==> src/rtl/fifo_pkg.sv <==
// Shared helpers and constants for the width-converting FIFO.
package fifo_pkg;

  localparam bit MSB_FIRST_ORDER = 1'b1;
  localparam bit LSB_FIRST_ORDER = 1'b0;

  // Ceiling log2; returns 0 for values 0 and 1.
  function automatic int unsigned clog2(input int unsigned value);
    int unsigned result;
    result = 0;
    for (int unsigned i = 0; i < 32; i++) begin
      if ((64'd1 << i) < 64'(value)) result = i + 1;
    end
    return result;
  endfunction

  function automatic int unsigned ceil_div(input int unsigned num, input int unsigned den);
    return (num + den - 1) / den;
  endfunction

endpackage

==> src/rtl/fifo_seg_select.sv <==
// Combinational segment picker: maps a stored word and a segment index to one output segment.
module fifo_seg_select
  import fifo_pkg::*;
#(
  parameter int unsigned IN_WIDTH  = 43,
  parameter int unsigned OUT_WIDTH = 16,
  parameter bit          MSB_FIRST = 1'b1,
  localparam int unsigned NUM_SEG  = ceil_div(IN_WIDTH, OUT_WIDTH),
  localparam int unsigned SEG_W    = (clog2(NUM_SEG) > 1) ? clog2(NUM_SEG) : 1,
  localparam int unsigned PAD      = NUM_SEG * OUT_WIDTH - IN_WIDTH,
  localparam int unsigned REM_W    = OUT_WIDTH - PAD,
  localparam int unsigned TOT_W    = NUM_SEG * OUT_WIDTH
) (
  input  logic [IN_WIDTH-1:0]  word,
  input  logic [SEG_W-1:0]     seg_idx,
  output logic [OUT_WIDTH-1:0] seg
);

  logic [OUT_WIDTH-1:0] segs [NUM_SEG];

  // MSB-first keeps the short remainder as a right-aligned tail segment.
  for (genvar k = 0; k < NUM_SEG; k++) begin : g_seg
    if (MSB_FIRST == MSB_FIRST_ORDER) begin : g_msb
      if (k == NUM_SEG - 1) begin : g_tail
        assign segs[k] = OUT_WIDTH'(word[REM_W-1:0]);
      end else begin : g_body
        assign segs[k] = word[IN_WIDTH-1-k*OUT_WIDTH -: OUT_WIDTH];
      end
    end else if (MSB_FIRST == LSB_FIRST_ORDER) begin : g_lsb
      logic [TOT_W-1:0] padded;
      assign padded  = TOT_W'(word);
      assign segs[k] = padded[k*OUT_WIDTH +: OUT_WIDTH];
    end
  end

  always_comb begin
    seg = '0;
    for (int unsigned k = 0; k < NUM_SEG; k++) begin
      if (seg_idx == SEG_W'(k)) seg = segs[k];
    end
  end

endmodule

==> src/rtl/fifo_wide_to_narrow.sv <==
// Width-converting FIFO: stores wide words, emits them as narrow registered segments
// with valid/ready on both sides and a synchronous flush.
module fifo_wide_to_narrow
  import fifo_pkg::*;
#(
  parameter int unsigned IN_WIDTH  = 43,
  parameter int unsigned OUT_WIDTH = 16,
  parameter int unsigned DEPTH     = 8,
  parameter bit          MSB_FIRST = 1'b1,
  localparam int unsigned NUM_SEG  = ceil_div(IN_WIDTH, OUT_WIDTH),
  localparam int unsigned SEG_W    = (clog2(NUM_SEG) > 1) ? clog2(NUM_SEG) : 1,
  localparam int unsigned CNT_W    = clog2(DEPTH + 1)
) (
  input  logic                 clk,
  input  logic                 rst,
  input  logic                 flush,
  input  logic                 in_valid,
  output logic                 in_ready,
  input  logic [IN_WIDTH-1:0]  in_data,
  output logic                 out_valid,
  input  logic                 out_ready,
  output logic [OUT_WIDTH-1:0] out_data,
  output logic [SEG_W-1:0]     out_seg_idx,
  output logic                 out_last,
  output logic [CNT_W-1:0]     word_count,
  output logic                 fifo_full,
  output logic                 fifo_empty
);

  localparam int unsigned PTR_W = clog2(DEPTH);

  logic [IN_WIDTH-1:0]  mem [DEPTH];
  logic [PTR_W-1:0]     wr_ptr, rd_ptr, wr_ptr_nxt, rd_ptr_nxt;
  logic [SEG_W-1:0]     seg_ptr;
  logic [CNT_W-1:0]     count_nxt;
  logic [OUT_WIDTH-1:0] seg_word;
  logic                 wr_en, stage_free, load, seg_last, pop;

  fifo_seg_select #(
    .IN_WIDTH (IN_WIDTH),
    .OUT_WIDTH(OUT_WIDTH),
    .MSB_FIRST(MSB_FIRST)
  ) u_seg_select (
    .word   (mem[rd_ptr]),
    .seg_idx(seg_ptr),
    .seg    (seg_word)
  );

  always_comb begin
    wr_en      = in_valid && in_ready && !rst && !flush;
    stage_free = !out_valid || out_ready;
    load       = stage_free && !fifo_empty;
    seg_last   = (seg_ptr == SEG_W'(NUM_SEG - 1));
    pop        = load && seg_last;
    count_nxt  = word_count + CNT_W'(wr_en) - CNT_W'(pop);
    wr_ptr_nxt = (wr_ptr == PTR_W'(DEPTH - 1)) ? '0 : wr_ptr + PTR_W'(1);
    rd_ptr_nxt = (rd_ptr == PTR_W'(DEPTH - 1)) ? '0 : rd_ptr + PTR_W'(1);
  end

  // Storage has no reset; only the pointers define what is valid.
  always_ff @(posedge clk) begin
    if (wr_en) mem[wr_ptr] <= in_data;
  end

  always_ff @(posedge clk) begin
    if (rst || flush) begin
      wr_ptr      <= '0;
      rd_ptr      <= '0;
      seg_ptr     <= '0;
      word_count  <= '0;
      fifo_full   <= 1'b0;
      fifo_empty  <= 1'b1;
      in_ready    <= 1'b1;
      out_valid   <= 1'b0;
      out_seg_idx <= '0;
      out_last    <= 1'b0;
      if (rst) out_data <= '0;
    end else begin
      if (wr_en) wr_ptr <= wr_ptr_nxt;
      // A word leaves storage when its final segment enters the output stage.
      if (load) begin
        out_data    <= seg_word;
        out_seg_idx <= seg_ptr;
        out_last    <= seg_last;
        out_valid   <= 1'b1;
        if (seg_last) begin
          seg_ptr <= '0;
          rd_ptr  <= rd_ptr_nxt;
        end else begin
          seg_ptr <= seg_ptr + SEG_W'(1);
        end
      end else if (stage_free) begin
        out_valid <= 1'b0;
      end
      word_count <= count_nxt;
      fifo_full  <= (count_nxt == CNT_W'(DEPTH));
      fifo_empty <= (count_nxt == '0);
      in_ready   <= (count_nxt != CNT_W'(DEPTH));
    end
  end

endmodule
==> config.mk <==
export PLATFORM = sky130hd
export DESIGN_NAME = fifo_wide_to_narrow
export DESIGN_NICKNAME = d
export VERILOG_FILES = /design/src/rtl/fifo_pkg.sv /design/src/rtl/fifo_seg_select.sv /design/src/rtl/fifo_wide_to_narrow.sv
export SDC_FILE = /design/constraint.sdc
export NUM_CORES = 1
export LEC_CHECK = 0
export ABC_AREA = 1
export ABC_CLOCK_PERIOD_IN_PS = 4790
export CAP_MARGIN = 20
export CORE_ASPECT_RATIO = 0.6
export CORE_MARGIN = 1.5
export CORE_UTILIZATION = 60
export DETAILED_ROUTE_END_ITERATION = 10
export PLACE_DENSITY = 0.79
export SLEW_MARGIN = 25
export SYNTH_ARGS = -nofsm -noshare
export SYNTH_HDL_FRONTEND = slang
export SYNTH_SLANG_ARGS = --single-unit
==> constraint.sdc <==
create_clock -name clk -period 4.79 [get_ports clk]
set_input_delay 0.958 -clock clk [delete_from_list [all_inputs] [get_ports clk]]
set_output_delay 0.958 -clock clk [all_outputs]
set_load 0.01 [all_outputs]
# Word level (Yosys, flattened, before mapping)
# Memory sizes are Yosys's and may differ from the RTL's. A register that Yosys moved wholly into a read port is not among the register bits.
# Index checks and enable logic that the tools add are counted.
# totals
elab_cells	56
ramBits	344
ff_bits	35
memories	1
out_inout_bits	27
in_bits	48
# memory_table
memory	depth	width	read_ports	rd_ports_with_merged_regs	wr	line_no	source
mem	8	43	1	1	1	fifo_wide_to_narrow.sv:32	logic [IN_WIDTH-1:0] mem [DEPTH];
# op_classes
reduce_logical	17
eq_ne	7
muxes	15
addsub	5
# ops
op	n
$mux W16	6
$mux W3	4
$add A3 B1 Y3 const B	2
$eq A3 B3 Y1 const B	2
$logic_and A1 B1 Y1	5
$add A4 B1 Y4	1
$eq A4 B4 Y1 const B	1
$logic_not A1 Y1	4
$logic_not A4 Y1	1
$mux W1	4
$ne A4 B4 Y1 const B	1
$reduce_and A2 Y1	2
$reduce_bool A2 Y1	2
$sub A4 B1 Y4	1
$add A2 B1 Y2 const B	1
$eq A2 B1 Y1 const B	1
$eq A2 B2 Y1 const B	1
$logic_not A2 Y1	1
$logic_or A1 B1 Y1	2
$mux W2	1
$ne A2 B2 Y1 const B	1

# Longest topological paths before layout
# depth
ltp_word	6
depth_mapped	16
depth_no_buf	16

# By module
# Synthesis repeated with hierarchy kept, for this count alone.
# unflattened
hier_cells	1393
area_unflattened_um2	15600.0
# by_module_without_submodules
mod	n_inst	cells_per_inst	area_each_um2
fifo_wide_to_narrow	1	1325	15258.4
fifo_seg_select	1	68	341.6

# Least setup slack after synthesis
# No wires, ideal clock.
# synth_timing
path_type	input-to-reg
start	input port rst
end	memory mem[1][0] (enable)
t_arrival_ns	3.513
required_ns	4.347
cell_stages	7
path_slack_ns	0.834
setup_ns	0.443
n_path_buf	0
cell_sequence	nor2_1 > inv_1 > nor2_1 > inv_1 > nor2_1 > inv_1 > nor2_1
# synth_between
elab_chain_cells	5
# synth_rtl
element	line_no	source
start: declaration	fifo_wide_to_narrow.sv:15	input logic rst,
$logic_not A1 Y1	fifo_wide_to_narrow.sv:50	wr_en = in_valid && in_ready && !rst && !flush;
$logic_and A1 B1 Y1 (2 in series)	fifo_wide_to_narrow.sv:50	
$mux W1	fifo_wide_to_narrow.sv:62	if (wr_en) mem[wr_ptr] <= in_data;
$mux W1 (not written as such)	fifo_wide_to_narrow.sv:62	
end: declaration	fifo_wide_to_narrow.sv:32	
# No other way between the ends.

# Worst setup path after layout
# layout_timing
start	input port flush
end	memory mem[0][24] (enable)
# layout_between
elab_chain_cells	4
# layout_rtl
element	line_no	source
start: declaration	fifo_wide_to_narrow.sv:16	input logic flush,
$logic_not A1 Y1	fifo_wide_to_narrow.sv:50	
$logic_and A1 B1 Y1	fifo_wide_to_narrow.sv:50	
$mux W1	fifo_wide_to_narrow.sv:62	
$mux W1 (not written as such)	fifo_wide_to_narrow.sv:62	
# No other way between the ends.

==> out/qor.csv <==
stage,metric,value,unit
hold_path,worst hold path class,reg -> reg,
drt,via count,10100,
power_and_ir_drop,static leakage,6.73,nW
global_route,largest net degree at the start of global routing,115,
die,CORE AREA,25400,um2
worst_setup_path,worst path cell trace,clkdlybuf4s50_1 > nor2_1 > buf_4 > inv_1 > nor2_1 > nand2_1 > nor2_4 > buf_4,
run,Max Cap Violations,0,
yosys,ys async rst share,0,%
yosys,simple-gate share of the synthesized area,17.0,%
worst_setup_path,WS Path Type,in -> reg,
power_and_ir_drop,Sw Pwr,0.00127,W
sta,worst rel slew slack,42.7,%
power_and_ir_drop,Peak VDD IR,234,uV
yosys,"count leader, synth",edfxtp_1,
power_and_ir_drop,power share of the clock group,41.2,%
yosys,Post-synth EDFFs,360,
global_route,initial antenna violation count,1,
clock_tree,"Reg clk slew, reported paths",0.06,ns
drt,Starting DRT DRC Count,1355,
yosys,Synth cell types,29,
yosys,post-synthesis mux area share,0,%
status,status,"complete, no violations",
global_route,Tot GR Track Use,26.6,%
worst_setup_path,crit-path max FO,17,
power_and_ir_drop,Net Sw Frac,19.3,%
sta,fmax,301,MHz
yosys,Synth Area in Compound Gates,4.30,%
finish,nets@finish,1484,
clock_tree,Max clock buf depth,3,
drt,TritonRoute pass-1 iters,5,
place,post-DP HPWL,19.3,mm
sta,worst slew pin tran,0.859,ns
place,port bufs,74,
global_route,GRT overflow,0,
worst_setup_path,critical path arrival,3.53,ns
yosys,register area share after synthesis,72.1,%
yosys,"top cells by count, synth","edfxtp_1, nand2_1, nand3_1, nor2_1, inv_1",
sta,"Slew Viols, Final",0,
drt,Routed met1 length,15.1,mm
drt,via density per instance,5.63,
yosys,Post-Synth XOR/XNOR Area,0.168,%
sta,"Period Utilization, post-route",69.3,%
yosys,Synth area leaders,"edfxtp_1, nand2_1, nand3_1",
die,Die X,211,um
power_and_ir_drop,share of power burned in registers,56.1,%
worst_setup_path,slowest CP cell,nor2_4,
finish,fillcell total,1717,
yosys,Post-Synthesis Cells,1367,
drt,WL per Instance,19.3,um
yosys,Synth Area in Adders,0.690,%
worst_setup_path,Worst Path Required,5.00,ns
sta,Setup-failing EPs final,0,
die,die area,27000,um2
global_route,vias in the first global route,9660,
sta,setup TNS,0,ns
drt,number of remaining DRC errors,0,
place,routability cong.,0.814,
yosys,Main synth FF type,edfxtp_1,
yosys,#FFs+latches synth,382,
worst_setup_path,Crit. End Element,register,
yosys,syn_nets,1423,
power_and_ir_drop,cell-internal power,0.00530,W
yosys,YS warnings,0,
drt,Routed Wire Length,34.8,mm
die,# IOs,75,
global_route,first-pass GRT wire length,53.8,mm
power_and_ir_drop,Gate power share,2.7,%
yosys,Yosys top cell area share,69.3,%
die,# rows,45,
worst_setup_path,Critical Path Source Type,primary input,
power_and_ir_drop,Power per Cell Area,369,nW/um2
finish,Antenna Cells,0,
die,Die H,128,um
finish,layout cells sized above 1,6.07,%
drt,routed length on met3,3.42,mm
clock_tree,CTS buffer count,34,
clock_tree,clk sinks,382,
sta,unrepaired setup endpoints after global routing,no,
clock_tree,Root Buffer,clkbuf_16,
finish,final core occ,70.2,%
clock_tree,hold_buf cts,0,
clock_tree,CTS tree,done,
drt,Post-DRT Antenna Nets,0,
finish,synth-to-layout area growth,14.3,%
yosys,post-synth top area cell,edfxtp_1,
sta,final hold violations,0,
yosys,largest family of logic cells by synthesized area,simple AND/OR/NAND/NOR gates,
yosys,"Avg Cell Area, Syn",11.4,um2
die,Initial Util,61.4,%
clock_tree,post_cts resized,0,
drt,metal2 WL,15.6,mm
sta,clk_skew,0.0119,ns
sta,minimum clock period,3.32,ns
clock_tree,Post-CTS Repair Setup Buffers,0,
clock_tree,Clock Latency Late Sink,0.53,ns
yosys,Synth Cell Area,15600,um2
clock_tree,htree depth,2,
worst_setup_path,CP max stage delay,0.58,ns
drt,DR top layer,met4,
==> path summary, 6_finish.rpt <==
check             cells after the start  slack, ns        endpoint      startpoint
setup reg to reg                     14       2.02        in_ready      seg_ptr[1]
hold / removal                        2       0.48  out_seg_idx[1]  out_seg_idx[1]
setup / recovery                      8       1.47      mem[0][24]           flush
hold reg to reg                       2       0.48  out_seg_idx[1]  out_seg_idx[1]
==> final cells by class <==
type | count | area [um2] | area share [%]
flip-flops and latches | 382 | 11300 | 63.2
multi-input cells | 775 | 3530 | 19.8
repair buffers | 95 | 961 | 5.39
clock buffers | 41 | 941 | 5.28
inverters | 140 | 531 | 2.98
well taps | 352 | 440 | 2.47
clock inverters | 17 | 155 | 0.871
==> layer usage <==
| metal | up-vias | track usage [%] |
|---|---|---|
| li1 | 4753 | - |
| met1 | 4829 | 40.0 |
| met2 | 500 | 40.4 |
| met3 | 56 | 4.58 |
| met4 | 0 | 7.94 |
| met5 | - | 0 |
==> cell families (layout without fill, tap and decap cells) <==
family / count (synthesis) / after routing
DFF: 382 / 382
xor gates and xnor gates: 3 / 3
AOI/OAI and AO/OA: 116 / 116
and+or+nand+nor: 648 / 648
buffers and inverters: 210 / 293
adders and majority gates: 8 / 8
==> power groups by stage <==
stage,registers [W],logic (W),clock network [W]
after floorplan,0.00376,0.0000453,0
after global placement,0.00376,0.000168,0
after detailed placement,0.00376,0.000173,0
after CTS,0.00369,0.000175,0.00275
after global routing,0.00369,0.000191,0.00288
final,0.00369,0.000176,0.00271
==> stage by stage <==
step | hold WS, ns | setup slack (ns) | total power, W | area, um2 | std cells
6_report | 0.477 | 1.47 | 0.00657 | 17800 | 1802
5_1_grt | 0.501 | 1.25 | 0.00675 | 17800 | 1802
4_1_cts | 0.478 | 1.49 | 0.00661 | 17800 | 1802
3_5_place_dp | 0.468 | 0.947 | 0.00393 | 16700 | 1744
3_3_place_gp | 0.460 | 1.05 | 0.00393 | 16700 | 1744
2_1_floorplan | 0.471 | 0.834 | 0.00381 | 15600 | 1367
==> state kept, by name, indices dropped and copies added, names as in the netlist, 2 cells and up, named ones only <==
name,count
seg_ptr,2
mem,344
rd_ptr,3
out_data,16
out_seg_idx,2
word_count,4
wr_ptr,3
==> worst max-delay path, delay by kind of cell <==
family                 cells  cell delay [ns]
buffers and inverters      4             1.29
AND/OR/NAND/NOR            4             1.25
==> placed cells by master, fill, tap and decap left out, drive strengths merged, types with 14 or more instances in the layout <==
master	n
nand3	174
nand2	316
clkinv	14
edfxtp	360
dfxtp	22
o211ai	16
inv	139
nor2	156
buf	21
clkdlybuf4s50	74
o21ai	80
clkbuf	41
Note: power is estimated with default switching activity, not from simulation.
